`config.mk`:
```
export PLATFORM = sky130hd
export DESIGN_NAME = mips_control_fsm
export DESIGN_NICKNAME = d
export VERILOG_FILES = /design/src/rtl/mips_ctrl_pkg.sv /design/src/rtl/mips_ctrl_decode.sv /design/src/rtl/mips_control_fsm.sv
export SDC_FILE = /design/constraint.sdc
export NUM_CORES = 1
export LEC_CHECK = 0
export BUFFER_PORTS_ARGS = -buffer_cell sky130_fd_sc_hd__buf_2
export CORE_MARGIN = 3
export CORE_UTILIZATION = 35
export DETAILED_ROUTE_END_ITERATION = 6
export PLACE_DENSITY = 0.76
export SYNTH_ARGS = -nofsm -noshare
export SYNTH_HDL_FRONTEND = slang
export SYNTH_SLANG_ARGS = --single-unit
```
`constraint.sdc`:
```
create_clock -name clk -period 1.83 [get_ports clk]
set_input_delay 0.0915 -clock clk [delete_from_list [all_inputs] [get_ports clk]]
set_output_delay 0.0915 -clock clk [all_outputs]
set_load 0.02 [all_outputs]
```
`src/rtl/mips_ctrl_pkg.sv`:
```
// mips_ctrl_pkg: shared encodings for the multicycle MIPS control unit.
//   - state encodings (5-bit, legacy-compatible localparams)
//   - opcode / funct constants for the supported instruction subset
//   - alu_op codes and datapath mux selector encodings
//   - instruction-class enum produced by mips_ctrl_decode
package mips_ctrl_pkg;

  typedef logic [4:0] state_t;

  localparam state_t S_RESET      = 5'd0;
  localparam state_t S_FETCH      = 5'd1;
  localparam state_t S_FETCH_WAIT = 5'd2;
  localparam state_t S_IR_LOAD    = 5'd3;
  localparam state_t S_DECODE     = 5'd4;
  localparam state_t S_MEM_ADDR   = 5'd5;
  localparam state_t S_MEM_READ   = 5'd6;
  localparam state_t S_MEM_WAIT   = 5'd7;
  localparam state_t S_MEM_WB     = 5'd8;
  localparam state_t S_MEM_WRITE  = 5'd9;
  localparam state_t S_R_EXEC     = 5'd10;
  localparam state_t S_R_WB       = 5'd11;
  localparam state_t S_ADDI_EXEC  = 5'd12;
  localparam state_t S_ADDI_WB    = 5'd13;
  localparam state_t S_BRANCH     = 5'd14;
  localparam state_t S_JUMP       = 5'd15;
  localparam state_t S_EXC        = 5'd16;

  localparam logic [5:0] OP_RTYPE = 6'h00;
  localparam logic [5:0] OP_J     = 6'h02;
  localparam logic [5:0] OP_BEQ   = 6'h04;
  localparam logic [5:0] OP_BNE   = 6'h05;
  localparam logic [5:0] OP_ADDI  = 6'h08;
  localparam logic [5:0] OP_LW    = 6'h23;
  localparam logic [5:0] OP_SW    = 6'h2B;

  localparam logic [5:0] FN_ADD = 6'h20;
  localparam logic [5:0] FN_SUB = 6'h22;
  localparam logic [5:0] FN_AND = 6'h24;
  localparam logic [5:0] FN_XOR = 6'h26;

  localparam logic [2:0] ALU_ADD = 3'b001;
  localparam logic [2:0] ALU_SUB = 3'b010;
  localparam logic [2:0] ALU_AND = 3'b011;
  localparam logic [2:0] ALU_XOR = 3'b110;

  localparam logic       IORD_PC     = 1'b0;
  localparam logic       IORD_ALUOUT = 1'b1;

  localparam logic [1:0] REGDST_RT  = 2'b00;
  localparam logic [1:0] REGDST_RD  = 2'b01;
  localparam logic [1:0] REGDST_R31 = 2'b10;

  localparam logic [1:0] ALUB_B    = 2'b00;
  localparam logic [1:0] ALUB_4    = 2'b01;
  localparam logic [1:0] ALUB_SE   = 2'b10;
  localparam logic [1:0] ALUB_SESH = 2'b11;

  localparam logic [1:0] PCSRC_ALU    = 2'b00;
  localparam logic [1:0] PCSRC_ALUOUT = 2'b01;
  localparam logic [1:0] PCSRC_JUMP   = 2'b10;
  localparam logic [1:0] PCSRC_EXC    = 2'b11;

  typedef enum logic [2:0] {
    CL_RTYPE, CL_LW, CL_SW, CL_ADDI, CL_BEQ, CL_BNE, CL_J, CL_ILLEGAL
  } iclass_t;

endpackage

```
`src/rtl/mips_ctrl_decode.sv`:
```
// mips_ctrl_decode: combinational instruction classifier.
//   in  opcode[5:0], funct[5:0]
//   out iclass (instruction class), alu_op (R-type ALU function; add otherwise)
// R-type with an unsupported funct is reported as CL_ILLEGAL.
module mips_ctrl_decode
  import mips_ctrl_pkg::*;
(
  input  logic [5:0] opcode,
  input  logic [5:0] funct,
  output iclass_t    iclass,
  output logic [2:0] alu_op
);

  always_comb begin
    iclass = CL_ILLEGAL;
    alu_op = ALU_ADD;
    case (opcode)
      OP_RTYPE: begin
        case (funct)
          FN_ADD:  begin iclass = CL_RTYPE; alu_op = ALU_ADD; end
          FN_SUB:  begin iclass = CL_RTYPE; alu_op = ALU_SUB; end
          FN_AND:  begin iclass = CL_RTYPE; alu_op = ALU_AND; end
          FN_XOR:  begin iclass = CL_RTYPE; alu_op = ALU_XOR; end
          default: iclass = CL_ILLEGAL;
        endcase
      end
      OP_J:    iclass = CL_J;
      OP_BEQ:  iclass = CL_BEQ;
      OP_BNE:  iclass = CL_BNE;
      OP_ADDI: iclass = CL_ADDI;
      OP_LW:   iclass = CL_LW;
      OP_SW:   iclass = CL_SW;
      default: iclass = CL_ILLEGAL;
    endcase
  end

endmodule

```
`src/rtl/mips_control_fsm.sv`:
```
// mips_control_fsm: multicycle MIPS control unit.
//   in  clk, reset (async, active high), opcode, funct, zero, overflow
//   out mux selectors (iord, reg_dst, mem_to_reg, alu_src_a, alu_src_b,
//       pc_source), alu_op, write enables (pc_write, mem_write, ir_write,
//       reg_write, epc_write), state_dbg (current state encoding)
// Config macro: MIPS_EXCEPTION_EN adds the EXC state (illegal instruction
// and add/sub/addi overflow trap). Without it epc_write is tied low.
// All outputs are Moore except pc_write in BRANCH, which follows zero.
module mips_control_fsm
  import mips_ctrl_pkg::*;
(
  input  logic       clk,
  input  logic       reset,
  input  logic [5:0] opcode,
  input  logic [5:0] funct,
  input  logic       zero,
  input  logic       overflow,
  output logic       pc_write,
  output logic       iord,
  output logic       mem_write,
  output logic       ir_write,
  output logic [1:0] reg_dst,
  output logic       mem_to_reg,
  output logic       reg_write,
  output logic       alu_src_a,
  output logic [1:0] alu_src_b,
  output logic [2:0] alu_op,
  output logic [1:0] pc_source,
  output logic       epc_write,
  output logic [4:0] state_dbg
);

  state_t     state, nxt;
  iclass_t    iclass;
  logic [2:0] dec_alu_op;

  mips_ctrl_decode u_dec (
    .opcode (opcode),
    .funct  (funct),
    .iclass (iclass),
    .alu_op (dec_alu_op)
  );

`ifndef MIPS_EXCEPTION_EN
  // overflow has no effect without the exception path
  logic unused_ovf;
  assign unused_ovf = overflow;
`endif

  // Async reset drops state to RESET, whose output decode is all-zero, so
  // any in-flight write strobe is killed without waiting for a clock edge.
  always_ff @(posedge clk or posedge reset)
    if (reset) state <= S_RESET;
    else       state <= nxt;

  always_comb begin
    nxt = S_RESET;
    case (state)
      S_RESET:      nxt = S_FETCH;
      S_FETCH:      nxt = S_FETCH_WAIT;
      S_FETCH_WAIT: nxt = S_IR_LOAD;
      S_IR_LOAD:    nxt = S_DECODE;
      S_DECODE: begin
        case (iclass)
          CL_LW, CL_SW:   nxt = S_MEM_ADDR;
          CL_RTYPE:       nxt = S_R_EXEC;
          CL_ADDI:        nxt = S_ADDI_EXEC;
          CL_BEQ, CL_BNE: nxt = S_BRANCH;
          CL_J:           nxt = S_JUMP;
`ifdef MIPS_EXCEPTION_EN
          default:        nxt = S_EXC;
`else
          default:        nxt = S_FETCH;
`endif
        endcase
      end
      S_MEM_ADDR:   nxt = (iclass == CL_LW) ? S_MEM_READ : S_MEM_WRITE;
      S_MEM_READ:   nxt = S_MEM_WAIT;
      S_MEM_WAIT:   nxt = S_MEM_WB;
      S_MEM_WB:     nxt = S_FETCH;
      S_MEM_WRITE:  nxt = S_FETCH;
      S_R_EXEC: begin
        nxt = S_R_WB;
`ifdef MIPS_EXCEPTION_EN
        // logical ops cannot overflow; only add/sub trap
        if (overflow && (dec_alu_op == ALU_ADD || dec_alu_op == ALU_SUB))
          nxt = S_EXC;
`endif
      end
      S_R_WB:       nxt = S_FETCH;
      S_ADDI_EXEC: begin
        nxt = S_ADDI_WB;
`ifdef MIPS_EXCEPTION_EN
        if (overflow) nxt = S_EXC;
`endif
      end
      S_ADDI_WB:    nxt = S_FETCH;
      S_BRANCH:     nxt = S_FETCH;
      S_JUMP:       nxt = S_FETCH;
`ifdef MIPS_EXCEPTION_EN
      S_EXC:        nxt = S_FETCH;
`endif
      default:      nxt = S_RESET;
    endcase
  end

  always_comb begin
    pc_write   = 1'b0;
    iord       = IORD_PC;
    mem_write  = 1'b0;
    ir_write   = 1'b0;
    reg_dst    = REGDST_RT;
    mem_to_reg = 1'b0;
    reg_write  = 1'b0;
    alu_src_a  = 1'b0;
    alu_src_b  = ALUB_B;
    alu_op     = 3'b000;
    pc_source  = PCSRC_ALU;
    epc_write  = 1'b0;
    case (state)
      S_FETCH: begin
        alu_src_b = ALUB_4;
        alu_op    = ALU_ADD;
        pc_write  = 1'b1;
      end
      S_IR_LOAD: ir_write = 1'b1;
      S_DECODE: begin
        alu_src_b = ALUB_SESH;
        alu_op    = ALU_ADD;
      end
      S_MEM_ADDR, S_ADDI_EXEC: begin
        alu_src_a = 1'b1;
        alu_src_b = ALUB_SE;
        alu_op    = ALU_ADD;
      end
      // keep ALUOut on the address bus through the read latency cycle
      S_MEM_READ, S_MEM_WAIT: iord = IORD_ALUOUT;
      S_MEM_WB: begin
        mem_to_reg = 1'b1;
        reg_write  = 1'b1;
      end
      S_MEM_WRITE: begin
        iord      = IORD_ALUOUT;
        mem_write = 1'b1;
      end
      S_R_EXEC: begin
        alu_src_a = 1'b1;
        alu_op    = dec_alu_op;
      end
      S_R_WB: begin
        reg_dst   = REGDST_RD;
        reg_write = 1'b1;
      end
      S_ADDI_WB: reg_write = 1'b1;
      S_BRANCH: begin
        alu_src_a = 1'b1;
        alu_op    = ALU_SUB;
        pc_source = PCSRC_ALUOUT;
        pc_write  = (iclass == CL_BNE) ? !zero : zero;
      end
      S_JUMP: begin
        pc_source = PCSRC_JUMP;
        pc_write  = 1'b1;
      end
`ifdef MIPS_EXCEPTION_EN
      S_EXC: begin
        epc_write = 1'b1;
        pc_source = PCSRC_EXC;
        pc_write  = 1'b1;
      end
`endif
      default: ;
    endcase
  end

  assign state_dbg = state;

endmodule

```
=== After elaboration in Yosys (flattened, before gate mapping) ===
Cells that the tools add are included.

* Bits of input ports: 16
* Bits in registers: 5
* Logic and storage cells: 65
* Output and inout port bits: 22

* Equal/unequal tests: 31
* Reduce and logical (&&, ||, !) cells: 14
* Mux-type cells: 19

{| class="wikitable"
|+ Operators by type and width
! operator !! number
|-
| == test 5 x 4 -> 1 bit (second input constant) || 8
|-
| one-hot mux 4 bit (10 select lines) || 1
|-
| == test 6 bit (second input constant) || 6
|-
| one-hot mux 3 bit (7 select lines) || 1
|-
| == test 5 x 3 -> 1 bit (second input constant) || 4
|-
| one-hot mux 4 bit (5 select lines) || 1
|-
| one-hot mux 3 bit (3 select lines) || 2
|-
| == test 6 x 3 -> 1 bit (second input constant) || 2
|-
| OR reduction 4 bit || 3
|-
| == test 5 x 2 -> 1 bit (second input constant) || 2
|-
| == test 3 bit (second input constant) || 3
|-
| two-way mux 1 bit || 8
|-
| OR reduction 2 bit || 4
|-
| OR reduction 7 bit || 1
|-
| == test 3 x 2 -> 1 bit (second input constant) || 2
|-
| == test 6 x 2 -> 1 bit (second input constant) || 1
|-
| == test 6 x 4 -> 1 bit (second input constant) || 1
|-
| zero test 6 bit || 1
|-
| two-way mux 3 bit || 2
|-
| one-hot mux 2 bit (3 select lines) || 1
|-
| OR reduction 3 bit || 2
|-
| == test 5 x 1 -> 1 bit (second input constant) || 1
|-
| zero test 5 bit || 1
|-
| two-way mux 4 bit || 1
|-
| 5 further kinds || 5
|}

=== Depth between registers and ports, before layout ===
Gate-level depths: netlist of run 1.

* Depth in word-level cells: 8
* Mapped depth: 5
* Mapped depth without buffers: 4

=== Hierarchy ===
Synthesis of run 1 repeated with hierarchy kept, for this count alone.

* Cells, all modules: 112
* Area, all modules: 785.8 µm²

{| class="wikitable"
|+ Modules (own cells, without submodules)
! module !! instances !! seq. area each (µm²) !! area each (µm²) !! cells each
|-
| mips_control_fsm || 1 || 100.1 || 589.3 || 81
|-
| mips_ctrl_decode || 1 || 0.0 || 196.4 || 31
|}

=== Worst setup path before layout of run 1 ===
Ideal clock, no wire load.

* Path kind: register to register
* Start point: register state[0], in the netlist state_dbg[0]
* End point: register state[2], in the netlist state_dbg[2]
* Buffers on the path: 1
* Library setup time: 0.083 ns
* Clock period less this slack: 1.722 ns
* Data required time: 1.747 ns
* Stages on the path, launching flop included: 6
* Arrival: 1.640 ns
* Path slack: 0.108 ns
* Path through: dfrtp_1 > buf_1 > nand2_1 > nor3_1 > a211oi_1 > o21ai_0

* Longest elaborated chain between the ends: 3
* Elaborated cells on any way between the ends: 18
* Classes of those cells: 15 x eq/ne; 1 x mux; 2 x reduce/logical

{| class="wikitable"
|+ RTL lines
! element !! RTL line !! RTL
|-
| start, declared || mips_control_fsm.sv:33 || <nowiki>state_t state, nxt;</nowiki>
|-
| start signal, assigned || mips_control_fsm.sv:54 || <nowiki>else state <= nxt;</nowiki>
|-
| == test 5 x 4 -> 1 bit or zero test 5 bit (tied branches) || mips_control_fsm.sv:58 || <nowiki>case (state)</nowiki>
|-
| OR reduction 7 bit (no source line) || -- ||
|-
| one-hot mux 4 bit (10 select lines) * || mips_control_fsm.sv:58 ||
|-
| via nxt[2] || mips_control_fsm.sv:33 ||
|}

Mark *: on every way through the listed nets, which the timed path passes. The rest lies on a longest branch.

=== Worst setup path after layout of run 1 ===
* Start point: register state[1], in the netlist state_dbg[1]
* End point: output port alu_op[1]

* Longest elaborated chain between the ends: 3
* Elaborated cells on any way between the ends: 8
* Classes of those cells: 6 x eq/ne; 1 x mux; 1 x reduce/logical

{| class="wikitable"
|+ RTL lines
! element !! RTL line !! RTL
|-
| == test 5 x 3 -> 1 bit (tied with other cells) || mips_control_fsm.sv:120 || <nowiki>case (state)</nowiki>
|-
| OR reduction 4 bit (no source line) || -- ||
|-
| one-hot mux 3 bit (3 select lines) * || mips_control_fsm.sv:120 ||
|-
| end, declared || mips_control_fsm.sv:27 || <nowiki>output logic [2:0] alu_op,</nowiki>
|}

Mark *: on every way between the ends. The rest lies on a longest branch, timed or not.

==> flow_metrics.tcl, run 1 <==
set metrics [dict create \
    drive_gt1_share_pct 35.6 \
    cts-htree-levels 1 \
    wl_met2_um 994 \
    fmax_mhz 609 \
    rrSetupSlack_ps 330 \
    io_pins 38 \
    fillers 189 \
    top_layer "met4" \
    routed_via_density 5.32 \
    ant_nets 0 \
    cts_setup_buffers 0 \
    largest_reg_flops 4 \
    antenna_found_initial 0 \
    grt_max_degree 17 \
    leakage_uw 0.000432 \
    worst_pin_slew_ps 519 \
    cp_max_fo 8 \
    root_buffer "clkbuf_4" \
    ys_async_sr_fraction_pct 100 \
    area_growth_pct 31.2 \
    power_density_nw_per_um2 1440 \
    rows 15 \
    switching_share_pct 54.9 \
    cts_buffers 3 \
    power_frac_seq_pct 14.3 \
    synth_ff_type "dfrtp_1" \
    cts_tree "done" \
    p_int_uw 596 \
    finalHoldViolCount 0 \
    path_clk_slew_ps 40 \
    setup_viol 0 \
    drc 0 \
    rr_worst_depth 3 \
    path_depth 4 \
    ys_seq_elements 4 \
    switchingPower_uw 725 \
    vias 851 \
    routed_wl_um 2090 \
    crit_end "alu_op[1]" \
    critPathKind "reg2out" \
    drt_iter0_drc 14 \
    mappedNetlistArea_um2 697 \
    wl_met1_um 946 \
    fin_ws_ps 187 \
    path_buf_inv 1 \
    min_period_ps 1640 \
    post_cts_resized 0 \
    crit_start "state_dbg[1]" \
    end_kind "output pin" \
    wire_per_inst_um 13.0 \
    cp_top_family "simple AND/OR/NAND/NOR gates" \
    core_um2 1800 \
    syn_area_per_cell_um2 6.97 \
    die_w_um 50.6 \
    diodes 0 \
    dr_wl_met3_um 138 \
    hold_buffers 1 \
    grt_pass1_vias 817 \
    max-vdd-ir-drop_mv 0.705 \
    skew_ps 0.0956 \
    netlist_instances 100 \
    dp_slack_ps 332 \
    hold_class "in2async" \
    drt-pass1-iter-count 4 \
    crit_slowest_cell "dfrtp_1" \
    outcome "finished clean" \
    synth_edf_count 0 \
    port_buffers 33 \
    final_nets 153 \
    cpPeakStageDelay_ps 480 \
    start_kind "flop" \
    yosys.cell_types.count 44 \
    gp_congestion 0.872 \
    crit_required_ps 1740 \
    ys_warn_count 0 \
    die_area_um2 2560 \
    r2r-start "state_dbg[1]" \
    worstPathArrival_ps 1550 \
    path_cells "nor2b_1 -> nand2_1 -> a21oi_1 -> buf_2" \
    report.final.slew_viol_count 0 \
    cts.sinks 4 \
    tns_ps 0 \
    grt_overflow 0 \
    clk_latency_ps 230 \
    period_share_pct 89.8 \
    r2r-end "state_dbg[3]" \
    slew_headroom_pct 64.9 \
    start_util_pct 38.7 \
    dp_hpwl_um 1560 \
    die_y_um 50.6 \
    cts_max_path_buffers 2 \
    grt_pass1_wl_um 3400 \
    combPwrFrac_pct 77.3 \
    cap_violations 0 \
    rsz0062_at_grt "no" \
    ys_seq_area_share_pct 14.4 \
    clock_power_share_pct 8.5 \
    grt_usage_pct 16.8 \
]
layout make-up:
class	instances	area, um2	share of cell area, %
Sequential cell	4	100	10.9
Clock buffer	3	22.5	2.46
Multi-Input combinational cell	84	529	57.9
Inverter	5	18.8	2.05
Timing Repair Buffer	39	213	23.3
Tap cell	25	31.3	3.42
synthesized netlist by cell type, drive strengths merged, types with 3 or more instances:
| cell | instances | area [um2] |
|---|---|---|
| nor2b | 7 | 43.8 |
| dfrtp | 4 | 100 |
| nor2 | 9 | 36.3 |
| nand3 | 3 | 15.0 |
| buf | 7 | 48.8 |
| nor3 | 10 | 50.1 |
| a21oi | 5 | 25.0 |
| o21ai | 7 | 42.5 |
| inv | 5 | 18.8 |
| nand2 | 8 | 30.0 |
per-stage QoR:
stage / util (%) / instance area [um2] / hold slack [ps] / power (uW) / cells
final: 50.8 / 915 / 304 / 1320 / 160
after global routing: 50.8 / 915 / 301 / 1430 / 160
after CTS: 50.8 / 915 / 274 / 1310 / 160
after detailed placement: 49.0 / 882 / -30.6 / 1190 / 156
after global placement: 49.0 / 882 / -33.7 / 1180 / 156
after floorplan: - / 704 / -142 / 889 / 102
worst min-delay path by stage:
stage / startpoint / to / slack, ps / cells after the start
after global placement: reset / state_dbg[2] / -30 / 2
after floorplan: reset / state_dbg[0] / -140 / 1
after CTS: reset / state_dbg[1] / 270 / 3
after detailed placement: reset / state_dbg[1] / -30 / 2
after global routing: reset / state_dbg[3] / 300 / 3
final: reset / state_dbg[1] / 300 / 3
power groups by stage:
stage / sequential (uW) / clock (uW) / combinational (uW)
after floorplan: 231 / 0 / 658
after global placement: 185 / 0 / 994
after detailed placement: 188 / 0 / 1010
after CTS: 187 / 113 / 1010
after global routing: 201 / 119 / 1110
final: 188 / 112 / 1020
layout by cell type, fill, tap and decap left out, types with 3 or more instances in the layout:
cell type / netlist / routed
a21oi_1: 5 / 5
buf_2: 0 / 33
buf_4: 4 / 5
clkbuf_4: 0 / 3
conb_1: 1 / 3
dfrtp_1: 4 / 4
inv_1: 5 / 5
nand2_1: 8 / 8
nand3_1: 3 / 3
nor2_1: 8 / 8
nor2b_1: 7 / 7
nor3_1: 10 / 10
o21ai_0: 5 / 5
logic make-up (layout without fill, tap and decap cells):
family                 count (synthesis)  in the layout  share of synthesized area, %
XOR/XNOR                               3              3                          3.77
multiplexers                           1              1                          1.44
buffers and inverters                 14             47                          10.8
AO/OA/AOI/OAI                         29             29                          32.7
AND/OR/NAND/NOR                       48             48                          36.4
other                                  1              3                         0.538
flip-flops                             4              4                          14.4
worst reg2reg max path, stage by stage (launching register included):
cell and delay, ps:
dfrtp_1 460, nor4_1 440, nand2_1 180, o31ai_2 320
metal layers:
layer  up-vias  track usage, %
met5         -               0
met3         2            1.19
met4         0            6.28
li1        429               -
met1       375            20.7
met2        45            30.0
(Power assumes the default switching activity.)
==> inputs of run 2 (changes only) <==
--- a/config.mk
+++ b/config.mk
@@ -5,6 +5,7 @@
 export SDC_FILE = /design/constraint.sdc
 export NUM_CORES = 1
 export LEC_CHECK = 0
+export ABC_AREA = 1
 export BUFFER_PORTS_ARGS = -buffer_cell sky130_fd_sc_hd__buf_2
 export CORE_MARGIN = 3
 export CORE_UTILIZATION = 35
==> run 2 against run 1 <==
Effect of this change: die area is 0.47% higher; global-route usage is 1.9 points lower; clock power is 7% lower; final area is 0.55% higher; critical path type unchanged; highest routed layer unchanged.
==> flow_metrics.tcl, run 2 <==
set metrics [dict create \
    outcome "finished clean" \
    ys_seq_elements 4 \
    die_y_um 50.7 \
    seq_area_um2 100 \
    final_common_cell "buf_2" \
    grt_pass1_vias 783 \
    cts_max_path_buffers 2 \
    synth.area.top_cells "nor2_1, nand2_1, dfrtp_1, inv_1, nand3_1" \
    io_pins 38 \
    grt_max_degree 8 \
    grt_overflow 0 \
    worst_pin_slew_ps 476 \
    die_area_um2 2570 \
    drt-pass1-iter-count 4 \
    synthAdderAreaFrac_pct 0 \
    whs_ps 280 \
    fin_cells 195 \
    area_growth_pct 31.2 \
    gp_congestion 0.942 \
    final_cell_mix "buf_2, nor2_1, nand2_1" \
    report.final.slew_viol_count 0 \
    crit_slowest_cell "dfrtp_1" \
    synth.area.mux_share_pct 0 \
    power_density_nw_per_um2 1160 \
    cap_violations 0 \
    netlist_instances 134 \
    synth_top_area_cell "nor2_1" \
    cts_buffers 3 \
    worstPathArrival_ps 1560 \
    finalHoldViolCount 0 \
    port_buffers 33 \
    diodes 0 \
    cts_tree "done" \
    start_kind "flop" \
    synth_common_cells "nor2_1, nand2_1, inv_1" \
    drive_gt1_share_pct 28.2 \
    place_inst 191 \
    rsz0062_at_grt "no" \
    cts_setup_buffers 0 \
    antenna_found_initial 0 \
    routed_via_density 4.64 \
    drt_iter0_drc 10 \
    leakage_uw 0.000571 \
    ys_warn_count 0 \
    ys_async_sr_fraction_pct 100 \
    syn_area_per_cell_um2 5.23 \
    drc 0 \
    fmax_mhz 606 \
    crit_required_ps 1740 \
    ant_nets 0 \
    max-vdd-ir-drop_mv 0.484 \
    vias 904 \
    yosys.cell_types.count 19 \
    cpMostUsedCell "inv_1" \
    dp_hpwl_um 1560 \
    path_clk_slew_ps 30 \
    slew_headroom_pct 67.4 \
    mappedNetlistArea_um2 701 \
    critPathKind "reg2out" \
    die_w_um 50.7 \
    hold_class "in2async" \
    skew_ps 0.618 \
    cpPeakStageDelay_ps 420 \
    ys_seq_area_share_pct 14.3 \
    cts.sinks 4 \
    final_nets 188 \
    synth_edf_count 0 \
    grt_usage_pct 14.9 \
    clk_latency_ps 230 \
    yosysMostFrequentCell "nor2_1" \
    setup_viol 0 \
    cts-htree-levels 1 \
    fillers 210 \
    period_share_pct 90.1 \
    multiInputGateArea_um2 500 \
    tns_ps 0 \
    path_cells "inv_1 -> nand2_1 -> nor2_2 -> inv_1 -> nand3_1 -> nand3b_1 -> buf_2" \
    p_total_uw 1060 \
    core_um2 1800 \
    cp_max_fo 6 \
    synth_compound_area_share_pct 10.9 \
    grt_pass1_wl_um 3060 \
    wire_per_inst_um 9.19 \
    largest_reg_flops 4 \
    synth_top_area_share_pct 17.1 \
    end_kind "output pin" \
    fin_util_pct 51.0 \
    min_period_ps 1650 \
    rows 15 \
    yosys.area_share.simple_pct 58.2 \
    root_buffer "clkbuf_4" \
    synth_ff_type "dfrtp_1" \
    start_util_pct 38.9 \
    synth_xor_area_share_pct 0 \
    routed_wl_um 1790 \
    synth_top_family_by_area "simple AND/OR/NAND/NOR gates" \
]
[run 2: layout make-up]
cell class	instances	area share [%]
multi-input combinational	105	54.4
timing repair buffer	34	19.0
sequential	4	10.9
inverter	24	9.80
tap	25	3.40
clock buffer	3	2.45
[run 2: repair_timing]
action                                  CTS  global route
endpoints found under the hold margin     4             0
gates resized for setup                   0             2
hold buffers                              1             0
endpoints found under the setup margin    0             2
[run 2: metal layers]
| layer | vias to the layer above | routed length [um] | share of wire, % | global-route usage (%) |
|---|---|---|---|---|
| li1 | 486 | - | - | - |
| met1 | 380 | 808 | 45 | 18.0 |
| met2 | 34 | 852 | 48 | 26.7 |
| met3 | 4 | 108 | 6.0 | 1.78 |
| met4 | 0 | 24 | 1.3 | 5.38 |
| met5 | - | 0 | 0 | 0 |
[run 2: metrics by stage]
step           setup WS (ps)  instance area [um2]
2_1_floorplan            264                  708
3_3_place_gp             361                  882
3_5_place_dp             324                  882
4_1_cts                 75.3                  915
5_1_grt                 39.8                  920
6_report                 181                  920
[run 2: where the power goes]
group | leakage (uW) | internal, uW | switching [uW]
Combinational | 0.000506 | 244 | 523
Clock | 0.0000138 | 73.0 | 31.3
Sequential | 0.0000507 | 132 | 60.1
[run 2: final timing paths]
check / slack [ps] / endpoint / depth (start not counted) / start
max: 180 / alu_op[0] / 7 / state_dbg[3]
min: 280 / state_dbg[3] / 3 / reset
max reg2reg: 340 / state_dbg[0] / 7 / state_dbg[3]
min reg2reg: 630 / state_dbg[0] / 2 / state_dbg[3]
max in group asynchronous: 1410 / state_dbg[2] / 3 / reset
min in group clk: 340 / state_dbg[0] / 6 / opcode[2]
[run 2: cells by family (layout without fill, tap and decap cells)]
kind of cell           after synthesis  in the layout
AOI/OAI and AO/OA                   13             13
buffers and inverters               27             61
DFF                                  4              4
other                                1              3
and+or+nand+nor                     89             89
[run 2: worst max-delay path, delay by kind of cell (launching register included)]
kind / cells / cell delay, ps
buffers and inverters: 3 / 330
flip-flops: 1 / 420
AND/OR/NAND/NOR: 4 / 560
